[config.mk]
export PLATFORM = sky130hd
export DESIGN_NAME = cr_iu_wb_arb
export DESIGN_NICKNAME = d
export VERILOG_FILES = /design/src/rtl/cr_iu_wb_arb.sv
export SDC_FILE = /design/constraint.sdc
export NUM_CORES = 1
export LEC_CHECK = 0
export BUFFER_PORTS_ARGS = -buffer_cell sky130_fd_sc_hd__buf_4
export CORE_UTILIZATION = 30
export CTS_BUF_LIST = sky130_fd_sc_hd__clkbuf_4 sky130_fd_sc_hd__clkbuf_8
export DETAILED_ROUTE_END_ITERATION = 7
export GPL_ROUTABILITY_DRIVEN = 1
export PLACE_DENSITY = 0.72
export SLEW_MARGIN = 30
export SYNTH_ARGS = -nofsm -noshare
export SYNTH_HDL_FRONTEND = slang
export SYNTH_SLANG_ARGS = --single-unit
[constraint.sdc]
create_clock -name forever_cpuclk -period 5.5 [get_ports forever_cpuclk]
set_clock_uncertainty 0.15 [all_clocks]
set_input_delay 0.55 -clock forever_cpuclk [delete_from_list [all_inputs] [get_ports forever_cpuclk]]
set_output_delay 0.55 -clock forever_cpuclk [all_outputs]
set_load 0.005 [all_outputs]
[src/rtl/cr_iu_wb_arb.sv]
// GPR write-port arbiter (load > MAD > EX) with a single-entry load scoreboard.
// Generates the EX interlock for RAW/WAW hazards against the outstanding load.
module cr_iu_wb_arb (
  input  logic        forever_cpuclk,
  input  logic        cpurst_b,
  input  logic        ex_inst_vld,
  input  logic [1:0]  ex_rs_vld,
  input  logic [4:0]  ex_rs1_idx,
  input  logic [4:0]  ex_rs2_idx,
  input  logic        ex_wb_vld,
  input  logic [4:0]  ex_wb_idx,
  input  logic [31:0] ex_wb_data,
  input  logic        mad_wb_req,
  input  logic [4:0]  mad_wb_idx,
  input  logic [31:0] mad_wb_data,
  output logic        mad_wb_ack,
  input  logic        lsu_load_issue,
  input  logic [4:0]  lsu_load_idx,
  input  logic        lsu_load_done,
  input  logic        lsu_load_err,
  input  logic [31:0] lsu_load_data,
  output logic        wb_lsu_busy,
  output logic        wb_ctrl_stall,
  output logic        rf_wen,
  output logic [4:0]  rf_widx,
  output logic [31:0] rf_wdata
);

  logic       pend_vld;
  logic [4:0] pend_idx;
  logic       pend_clr;
  logic       pend_set;
  logic       ld_w;
  logic       rs1_match;
  logic       rs2_match;
  logic       waw;
  logic       haz;
  logic       mad_nz;
  logic       ex_nz;
  logic       ex_grant;

  // A done retires the old entry first, so a same-cycle issue may refill it;
  // an issue onto a live entry without a done keeps the existing entry.
  assign pend_clr = lsu_load_done & pend_vld;
  assign pend_set = lsu_load_issue & (lsu_load_idx != 5'd0) & (~pend_vld | lsu_load_done);

  always_ff @(posedge forever_cpuclk or negedge cpurst_b) begin
    if (!cpurst_b) begin
      pend_vld <= 1'b0;
      pend_idx <= 5'd0;
    end else begin
      if (pend_set) begin
        pend_vld <= 1'b1;
        pend_idx <= lsu_load_idx;
      end else if (pend_clr) begin
        pend_vld <= 1'b0;
      end
    end
  end

  assign ld_w = lsu_load_done & pend_vld & ~lsu_load_err;

  // Hazard stays up through the done cycle because it looks only at pend_vld.
  assign rs1_match = ex_rs_vld[0] & (ex_rs1_idx == pend_idx) & (ex_rs1_idx != 5'd0);
  assign rs2_match = ex_rs_vld[1] & (ex_rs2_idx == pend_idx) & (ex_rs2_idx != 5'd0);
  assign waw       = ex_wb_vld & (ex_wb_idx == pend_idx);
  assign haz       = pend_vld & ex_inst_vld & (rs1_match | rs2_match | waw);

  assign mad_nz = mad_wb_req & (mad_wb_idx != 5'd0);
  assign ex_nz  = ex_wb_idx != 5'd0;

  assign mad_wb_ack = mad_wb_req & ((mad_wb_idx == 5'd0) | ~ld_w);
  assign ex_grant   = ex_wb_vld & ~haz & (~ex_nz | (~ld_w & ~mad_nz));

  assign wb_ctrl_stall = haz | (ex_wb_vld & ~ex_grant);
  assign wb_lsu_busy   = pend_vld;

  // x0 requests are acknowledged but never reach the port.
  always_comb begin
    rf_wen   = 1'b0;
    rf_widx  = 5'd0;
    rf_wdata = 32'd0;
    if (ld_w) begin
      rf_wen   = 1'b1;
      rf_widx  = pend_idx;
      rf_wdata = lsu_load_data;
    end else if (mad_nz) begin
      rf_wen   = 1'b1;
      rf_widx  = mad_wb_idx;
      rf_wdata = mad_wb_data;
    end else if (ex_grant && ex_nz) begin
      rf_wen   = 1'b1;
      rf_widx  = ex_wb_idx;
      rf_wdata = ex_wb_data;
    end
  end

endmodule

==> run_results.csv, run 1 <==
group,metric,value,unit
run_status,status,"finished, final reports clean",
clock_network,cts_resized,0,
finish,syn_to_final_growth,85.7,%
grt,antenna_found_initial,0,
setup_path,ff2ff_path_depth,3,
min_path,hp-class,"in2reg",
logic_synthesis,synthDistinctLibCells,30,
clock_network,cts_tree,"built",
sta,fmax,311,MHz
sta,slew_headroom,0.464,
setup_path,required,4.80,ns
clock_network,cts_max_level,1,
clock_network,hold_buffers,1,
setup_path,reg2reg_from,"wb_lsu_busy",
finish,drive_above_1_share,0.491,
sta,hold_viol_final,0,
floorplanning,core_area,4820,um^2
sta,finalCritPeriodShare,0.585,
min_path,worstHoldStart,"lsu_load_idx[1]",
setup_path,crit_type,"in2out",
routing,first_pass_iters,4,
placed_design,port_buffers,171,
logic_synthesis,syn_area,1530,um^2
setup_path,cp_data_arrival_time,2.51,ns
floorplanning,die_height,73.5,um
logic_synthesis,yosysWarnings,0,
logic_synthesis,ys_ff_latch,6,
logic_synthesis,yosysTopAreaCell,"a41o_1",
setup_path,cp_max_fo,37,
clock_network,clk_pin_slew,0.04,ns
clock_network,cts_sinks,6,
job,drv_cap,0,
sta,tns,0,ns
clock_network,insertion_delay,0.23,ns
logic_synthesis,syn_inst,235,
setup_path,crit_start,"mad_wb_idx[1]",
grt,use_met3,0.0384,
grt,grt_pass1_vias,2312,
finish,filler_cell_count,498,
placed_design,hpwlAfterDp,5.21,mm
sta,rsz0062_at_grt,"false",
clock_network,cts_buffers,3,
power_and_ir_drop,seq_power_share,0.170,
grt,grt_usage,0.246,
setup_path,worstSetupEndpointType,"output port",
clock_network,ctsLongestPathBuffers,2,
logic_synthesis,yosys_most_used_dff,"dfrtp_1",
grt,met2_usage,0.485,
logic_synthesis,synth_edf_count,0,
power_and_ir_drop,ir_drop,0.114,mV
grt,grtUsageMet1,0.266,
routing,via_count,2369,
setup_path,startpoint_type,"input pin",
sta,period_minus_slack,3.21,ns
power_and_ir_drop,p_int,252,uW
floorplanning,dieArea,5400,um^2
clock_network,root_buffer,"clkbuf_8",
placed_design,pre_cts_slack,2.26,ns
power_and_ir_drop,p_sw,133,uW
logic_synthesis,ys_seq_area_frac,0.0980,
finish,finalNetCount,518,
power_and_ir_drop,p_clk_frac,0.174,
clock_network,cts_setup_buffers,0,
power_and_ir_drop,p_per_area,135,nW/um^2
setup_path,critical_path_buf_inv_count,3,
finish,final_cell_mix,"174 x buf_4, 76 x nor2_1, 37 x a21oi_1, 37 x a41o_1, 7 x xnor2_1",
setup_path,crit_chain,"buf_4 > or4_4 > o21a_1 > buf_4 > nor2_2 > and2_4 > a41o_1 > buf_4",
routing,ant_nets,0,
min_path,whs_path_depth,2,
grt,grt-busiest-layer,"met2",
sta,drv_slew,0,
power_and_ir_drop,p_sw_frac,0.346,
routing,routedWlPerCell,15.1,um
setup_path,path_common_cell,"buf_4",
setup_path,cpMaxStageDelayCell,"or4_4",
sta,setup_viol_count_final,0,
logic_synthesis,synth.top_cells.by_area,"a41o_1 24%, nor2_1 19%, a21oi_1 12%",
routing,drt_wl_total,6.83,mm
routing,post-route-drc-count,0,
grt,grt_remaining_overflow,0,
grt,grt_max_degree,40,
logic_synthesis,synth_area_per_cell,6.52,um^2
floorplanning,start_util,0.318,
grt,grt_first_pass_wirelength,10.4,mm
sta,worstMarginPinSlew,0.803,ns
power_and_ir_drop,p_leak,0.00159,uW
floorplanning,die-width,73.5,um
setup_path,path_delay_family,"simple AND/OR/NAND/NOR gates",
placed_design,gp_routability_congestion,0.860,
logic_synthesis,syn_nets,366,
power_and_ir_drop,combPwrFrac,0.656,
logic_synthesis,synth_top_area_share,0.242,
finish,final_common_cell,"buf_4",
sta,worst_slack,2.29,ns
floorplanning,io_pins,172,
logic_synthesis,async_flop_share,1.00,
setup_path,cpPeakStageDelay,0.52,ns
routing,viasPerCell,5.24,
setup_path,worstSetupPathDepth,8,
floorplanning,row_count,25,
finish,antenna_cells,0,
routing,dr.first_iter.drc_count,100,
-- cell families (layout without fill, tap and decap cells) --
logic type                Yosys count  count (layout)  synth area share
AOI/OAI and AO/OA                  84              84             0.409
xor gates and xnor gates           13              13            0.0743
buffers and inverters              29             179             0.110
DFF                                 6               6            0.0980
muxes                               5               5            0.0367
and+or+nand+nor                    98              98             0.272
-- stage by stage --
| stage | instances | area, um^2 | utilization | hold WS [ns] | total power [uW] |
|---|---|---|---|---|---|
| 6_report | 452 | 2850 | 0.591 | 0.415 | 385 |
| 5_1_grt | 452 | 2850 | 0.591 | 0.411 | 413 |
| 4_1_cts | 451 | 2820 | 0.585 | 0.412 | 386 |
| 3_5_place_dp | 447 | 2770 | 0.575 | 0.209 | 316 |
| 3_3_place_gp | 447 | 2770 | 0.575 | 0.209 | 313 |
| 2_1_floorplan | 235 | 1530 | - | 0.104 | 182 |
-- path summary, 6_finish.rpt --
kind	end	slack [ns]
max	rf_wdata[10]	2.29
min	pend_idx[1]	0.41
max reg2reg	pend_idx[4]	4.12
min reg2reg	wb_lsu_busy	0.50
max in group asynchronous	pend_idx[4]	4.56
min in group asynchronous	wb_lsu_busy	0.52
-- power groups by stage --
stage	clock network (uW)	logic, uW	registers, uW
2_1_floorplan	0	129	52.9
3_3_place_gp	0	247	65.4
3_5_place_dp	0	251	65.4
4_1_cts	68.0	253	64.8
5_1_grt	71.2	276	66.3
6_report	67.1	252	65.4
-- cells in the mapped netlist, types with 2 or more instances --
library cell / n
nand3_1: 4
nand4_1: 2
dfrtp_1: 6
nor2_1: 77
buf_2: 2
o21ai_0: 2
a41o_1: 37
or4_1: 2
nand2b_1: 2
clkbuf_1: 21
mux2_2: 5
a21oi_1: 38
xnor2_1: 7
o21a_1: 3
nand2_1: 3
nor4_1: 3
xor2_1: 6
buf_8: 3
-- final cells by class --
type                    instances  area [um^2]  share of cell area
flip-flops and latches          6          150              0.0527
multi-input cells             200         1230               0.431
repair buffers                176         1340               0.472
clock buffers                   3         41.3              0.0145
well taps                      67         83.8              0.0295
-- worst register-to-register path, delay by kind of cell (launching register included) --
kind,cells,cell delay (ns)
flip-flops,1,0.43
AND/OR/NAND/NOR,2,0.30
multiplexers,1,0.37
-- sequential cells by signal, indices dropped and copies added, names as in the netlist --
signal / cells
pend_idx: 5
wb_lsu_busy: 1
-- layer usage --
metal | vias up | share of wire
li1 | 1169 | -
met4 | 0 | 0.013
met5 | - | 0
met3 | 9 | 0.072
met2 | 107 | 0.54
met1 | 1084 | 0.38
Power figures use the tool's default switching activity.
==> inputs of run 2 (changes only) <==
- clock period: 5.5 -> 3.09 ns (I/O delays scaled with it)
==> run 2 against run 1 <==
Compared with the run above:
- final area is 0.26% higher
- utilization up 0.16 points
- routed wire length down 0.60%
- register-to-register slack lost 2.4 ns
- worst setup slack worse by 1.9 ns
- critical path depth fell by 2
- sequential cell count did not move
- via count is 0.76% lower
- combinational power up 79%
==> run_results.csv, run 2 (synthesized netlist as in run 1, its figures left out) <==
group,metric,value,unit
run_status,status,"finished, final reports clean",
sta,hold_viol_final,0,
job,drv_cap,0,
setup_path,r2r-end,"pend_idx[2]",
finish,final_cell_mix,"175 x buf_4, 76 x nor2_1, 37 x a21oi_1, 37 x a41o_1, 7 x xnor2_1",
floorplanning,dieArea,5400,um^2
power_and_ir_drop,ir_drop,0.187,mV
placed_design,port_buffers,171,
min_path,hp-class,"in2reg",
placed_design,hpwlAfterDp,5.15,mm
sta,finalCritPeriodShare,0.880,
sta,fmax,368,MHz
clock_network,cts_tree,"built",
clock_network,clk_pin_slew,0.03,ns
setup_path,reg2reg_from,"wb_lsu_busy",
finish,regArea,150,um^2
grt,grt_usage,0.241,
power_and_ir_drop,p_sw,234,uW
finish,finalNetCount,519,
power_and_ir_drop,p_leak,0.00160,uW
clock_network,cts_max_level,1,
setup_path,setup.worst_path.end,"rf_wdata[1]",
clock_network,cts_sinks,6,
finish,final_common_cell,"buf_4",
routing,via_count,2351,
clock_network,insertion_delay,0.22,ns
clock_network,cts_resized,0,
power_and_ir_drop,p_sw_frac,0.343,
placed_design,gp_routability_congestion,0.947,
power_and_ir_drop,p_per_area,239,nW/um^2
floorplanning,die_height,73.5,um
sta,slew_headroom,0.482,
routing,drt_wl_total,6.79,mm
finish,syn_to_final_growth,86.2,%
power_and_ir_drop,p_int,449,uW
clock_network,ctsLongestPathBuffers,2,
power_and_ir_drop,seq_power_share,0.169,
sta,tns,0,ns
grt,grt_first_pass_wirelength,10.1,mm
setup_path,required,2.63,ns
routing,viasPerCell,5.19,
routing,routedWlPerCell,15.0,um
clock_network,cts_buffers,3,
setup_path,startpoint_type,"register",
setup_path,crit_start,"pend_idx[1]",
power_and_ir_drop,p_clk_frac,0.170,
sta,worstMarginPinSlew,0.776,ns
routing,first_pass_iters,4,
setup_path,cp_data_arrival_time,2.26,ns
grt,grt_pass1_vias,2240,
finish,multiInputGateArea,1230,um^2
finish,final_util,0.592,
floorplanning,row_count,25,
grt,antenna_found_initial,0,
sta,period_minus_slack,2.72,ns
sta,drv_slew,0,
finish,drive_above_1_share,0.492,
routing,dr.first_iter.drc_count,124,
floorplanning,core_area,4820,um^2
setup_path,cp_max_fo,24,
finish,antenna_cells,0,
sta,setup_viol_count_final,0,
finish,largest_register_ffs,5,
sta,rsz0062_at_grt,"false",
setup_path,ff2ff_path_depth,3,
routing,post-route-drc-count,0,
finish,regMostFlops,"pend_idx",
power_and_ir_drop,combPwrFrac,0.661,
clock_network,root_buffer,"clkbuf_8",
floorplanning,die-width,73.5,um
setup_path,worstSetupEndpointType,"output port",
routing,ant_nets,0,
floorplanning,start_util,0.318,
setup_path,crit_type,"reg2out",
grt,grt_max_degree,39,
power_and_ir_drop,power,683,uW
finish,filler_cell_count,500,
floorplanning,io_pins,172,
setup_path,rrSetupSlack,1.72,ns
grt,grt_remaining_overflow,0,
==> run 2: changes by cell type in the layout (fill, tap and decap cells not counted), sizes merged <==
| cell | change |
|---|---|
| buf | +1 |
==> run 2: worst max-delay path, stage by stage (launching register included) <==
cell     delay (ns)
dfrtp_1        0.46
xor2_1         0.20
nor4_1         0.51
a21oi_4        0.27
buf_16         0.24
a41o_1         0.22
buf_4          0.14
==> run 2: how the worst min path moves through the flow <==
stage | startpoint | end | slack [ns] | depth (start not counted)
after floorplan | cpurst_b | pend_idx[0] | -0.14 | 0
after global placement | cpurst_b | wb_lsu_busy | -0.03 | 1
after detailed placement | cpurst_b | wb_lsu_busy | -0.03 | 1
after CTS | lsu_load_idx[1] | pend_idx[1] | 0.18 | 2
after global routing | lsu_load_idx[1] | pend_idx[1] | 0.18 | 2
final | lsu_load_idx[1] | pend_idx[1] | 0.18 | 2
==> run 2: layout make-up <==
type / instances / share of cell area
clock buffers: 3 / 0.0145
multi-input cells: 200 / 0.430
flip-flops and latches: 6 / 0.0526
well taps: 67 / 0.0294
repair buffers: 177 / 0.473
==> run 2: stage by stage <==
step	cells	instance area (um^2)	setup WS, ns	hold slack, ns
after floorplan	235	1530	0.863	-0.137
after global placement	448	2780	0.383	-0.0300
after detailed placement	449	2800	0.480	-0.0281
after CTS	453	2850	0.351	0.176
after global routing	453	2850	0.212	0.180
final	453	2850	0.372	0.179
==> run 2: power by group through the flow <==
stage | Combinational, uW | Clock [uW] | Sequential, uW
CTS | 453 | 120 | 116
global placement | 445 | 0 | 115
global route | 491 | 127 | 119
finish | 451 | 116 | 116
floorplan | 230 | 0 | 94.1
detailed placement | 449 | 0 | 116
==> run 2: timing repair <==
item,CTS,global route
buffers inserted,0,0
hold buffers,1,0
endpoints found under the hold margin,6,0
==> run 2: layer usage <==
metal | GRT usage | up-vias | wire length [um]
li1 | - | 1171 | -
met2 | 0.453 | 122 | 3470
met3 | 0.0343 | 12 | 565
met4 | 0.105 | 0 | 147
met1 | 0.267 | 1046 | 2610
met5 | 0 | - | 0
==> inputs of run 3 (changes only) <==
- CAP_MARGIN: not set -> 20
- clock period: 3.09 -> 2.7 ns (I/O delays scaled with it)
==> run 3 against run 2 <==
Compared with the run above:
- via count grew 1.3%
- sequential power is 15% higher
- count of clock-buffer cells in the layout did not move
- critical endpoint is now rf_wen
- die area unchanged
- final cell count increased by 0.66%
- final area grew 0.31%
- clock power up 14%
==> run_results.csv, run 3 (synthesized netlist as in run 1, its figures left out) <==
group,metric,value,unit
run_status,status,"finished, final reports clean",
setup_path,crit_type,"reg2out",
routing,via_count,2381,
sta,hold_viol_final,0,
setup_path,r2r-end,"pend_idx[1]",
clock_network,root_buffer,"clkbuf_8",
placed_design,port_buffers,171,
clock_network,cts_buffers,3,
setup_path,cpPeakStageDelay,0.48,ns
setup_path,required,2.28,ns
clock_network,ctsLongestPathBuffers,2,
routing,top_layer,"met4",
sta,finalCritPeriodShare,0.932,
min_path,whs_endpoint,"pend_idx[3]",
power_and_ir_drop,p_sw_frac,0.342,
routing,ant_nets,0,
min_path,worstHoldStart,"lsu_load_idx[3]",
finish,filler_cell_count,489,
clock_network,cts_setup_buffers,0,
sta,period_minus_slack,2.52,ns
finish,final-instance-count-excl-fill,456,
power_and_ir_drop,seq_power_share,0.170,
placed_design,hpwlAfterDp,5.12,mm
routing,first_pass_iters,6,
sta,slew_headroom,0.502,
clock_network,cts_tree,"built",
sta,drv_slew,0,
setup_path,crit_chain,"xnor2_1 > nand4_1 > a211oi_1 > a21oi_4 > buf_4 > a311o_1 > buf_4",
setup_path,worstSetupEndpointType,"output port",
routing,wl_met3,450,um
floorplanning,die-width,73.5,um
finish,syn_to_final_growth,86.8,%
power_and_ir_drop,ir_drop,0.204,mV
sta,rsz0062_at_grt,"false",
grt,grt_first_pass_wirelength,10.2,mm
floorplanning,io_pins,172,
power_and_ir_drop,p_int,515,uW
finish,antenna_cells,0,
setup_path,path_common_cell,"buf_4",
finish,largest_register_ffs,5,
grt,grt_usage,0.238,
routing,viasPerCell,5.22,
sta,worstMarginPinSlew,0.746,ns
placed_design,placedCellCount,452,
floorplanning,row_count,25,
floorplanning,die_height,73.5,um
setup_path,cpMaxStageDelayCell,"dfrtp_1",
routing,wl_met2,3.38,mm
setup_path,ff2ff_path_depth,3,
routing,drt_wl_total,6.66,mm
power_and_ir_drop,combPwrFrac,0.661,
routing,met1_length,2.64,mm
finish,regMostFlops,"pend_idx",
job,drv_cap,0,
power_and_ir_drop,p_sw,268,uW
clock_network,clk_pin_slew,0.04,ns
routing,post-route-drc-count,0,
setup_path,cp_max_fo,27,
setup_path,reg2reg_from,"wb_lsu_busy",
finish,drive_above_1_share,0.499,
min_path,hp-class,"in2reg",
sta,setup_viol_count_final,0,
finish,final_cell_mix,"179 x buf_4, 76 x nor2_1, 37 x a21oi_1, 37 x a41o_1, 7 x xnor2_1",
setup_path,cp_data_arrival_time,2.10,ns
finish,regArea,150,um^2
power_and_ir_drop,p_clk_frac,0.169,
floorplanning,dieArea,5400,um^2
grt,grt_pass1_vias,2249,
finish,finalNetCount,522,
floorplanning,core_area,4820,um^2
placed_design,gp_routability_congestion,0.922,
clock_network,insertion_delay,0.22,ns
power_and_ir_drop,p_leak,0.00160,uW
setup_path,startpoint_type,"register",
grt,antenna_found_initial,0,
power_and_ir_drop,power,782,uW
clock_network,cts_max_level,1,
routing,dr.first_iter.drc_count,112,
floorplanning,start_util,0.318,
clock_network,cts_sinks,6,
finish,multiInputGateArea,1230,um^2
power_and_ir_drop,p_per_area,273,nW/um^2
sta,fmax,397,MHz
sta,tns,0,ns
routing,routedWlPerCell,14.6,um
setup_path,rrSetupSlack,1.34,ns
finish,final_common_cell,"buf_4",
grt,grt_max_degree,39,
min_path,whs_path_depth,2,
grt,grt_remaining_overflow,0,
run 3: power groups by stage:
stage	clock (uW)	combinational, uW	sequential (uW)
floorplan	0	264	108
finish	132	517	133
global placement	0	510	132
CTS	137	517	131
global route	147	566	136
detailed placement	0	513	132
run 3: layout make-up:
type                       count  share of cell area
sequential                     6              0.0524
multi-input combinational    200               0.431
timing repair buffer         180               0.473
clock buffer                   3              0.0144
tap                           67              0.0293
run 3: how the worst max path moves through the flow:
stage	slack, ns	startpoint	depth (start not counted)	endpoint
after floorplan	0.55	mad_wb_idx[1]	8	rf_wdata[10]
after global placement	0.28	mad_wb_idx[1]	7	rf_wdata[31]
after detailed placement	0.28	mad_wb_idx[1]	7	rf_wdata[31]
after CTS	0.16	pend_idx[2]	6	rf_wdata[31]
after global routing	0.02	pend_idx[2]	8	rf_wen
final	0.18	pend_idx[0]	7	rf_wen
run 3: repair_timing:
action / in CTS / in global routing
hold endpoints to repair: 6 / 0
gates resized for setup: 0 / 1
setup endpoints to repair: 0 / 1
hold buffers: 1 / 0
run 3: stage by stage:
step / hold WS, ns / worst slack (ns) / area, um^2 / utilization
after floorplan: -0.176 / 0.551 / 1530 / -
after global placement: -0.0703 / 0.282 / 2810 / 0.582
after detailed placement: -0.0707 / 0.284 / 2810 / 0.582
after CTS: 0.140 / 0.157 / 2860 / 0.593
after global routing: 0.137 / 0.0174 / 2860 / 0.594
final: 0.144 / 0.183 / 2860 / 0.594
run 3: critical path, delay by kind of cell (launching register included):
kind | cells | cell delay (ns)
AO/OA/AOI/OAI | 3 | 0.74
flip-flops | 1 | 0.48
buffers and inverters | 2 | 0.39
XOR/XNOR | 1 | 0.15
AND/OR/NAND/NOR | 1 | 0.12
run 3: layer usage:
metal	global-route usage	vias to the layer above
li1	-	1180
met1	0.263	1074
met2	0.446	113
met3	0.0316	14
met4	0.109	0
met5	0	-
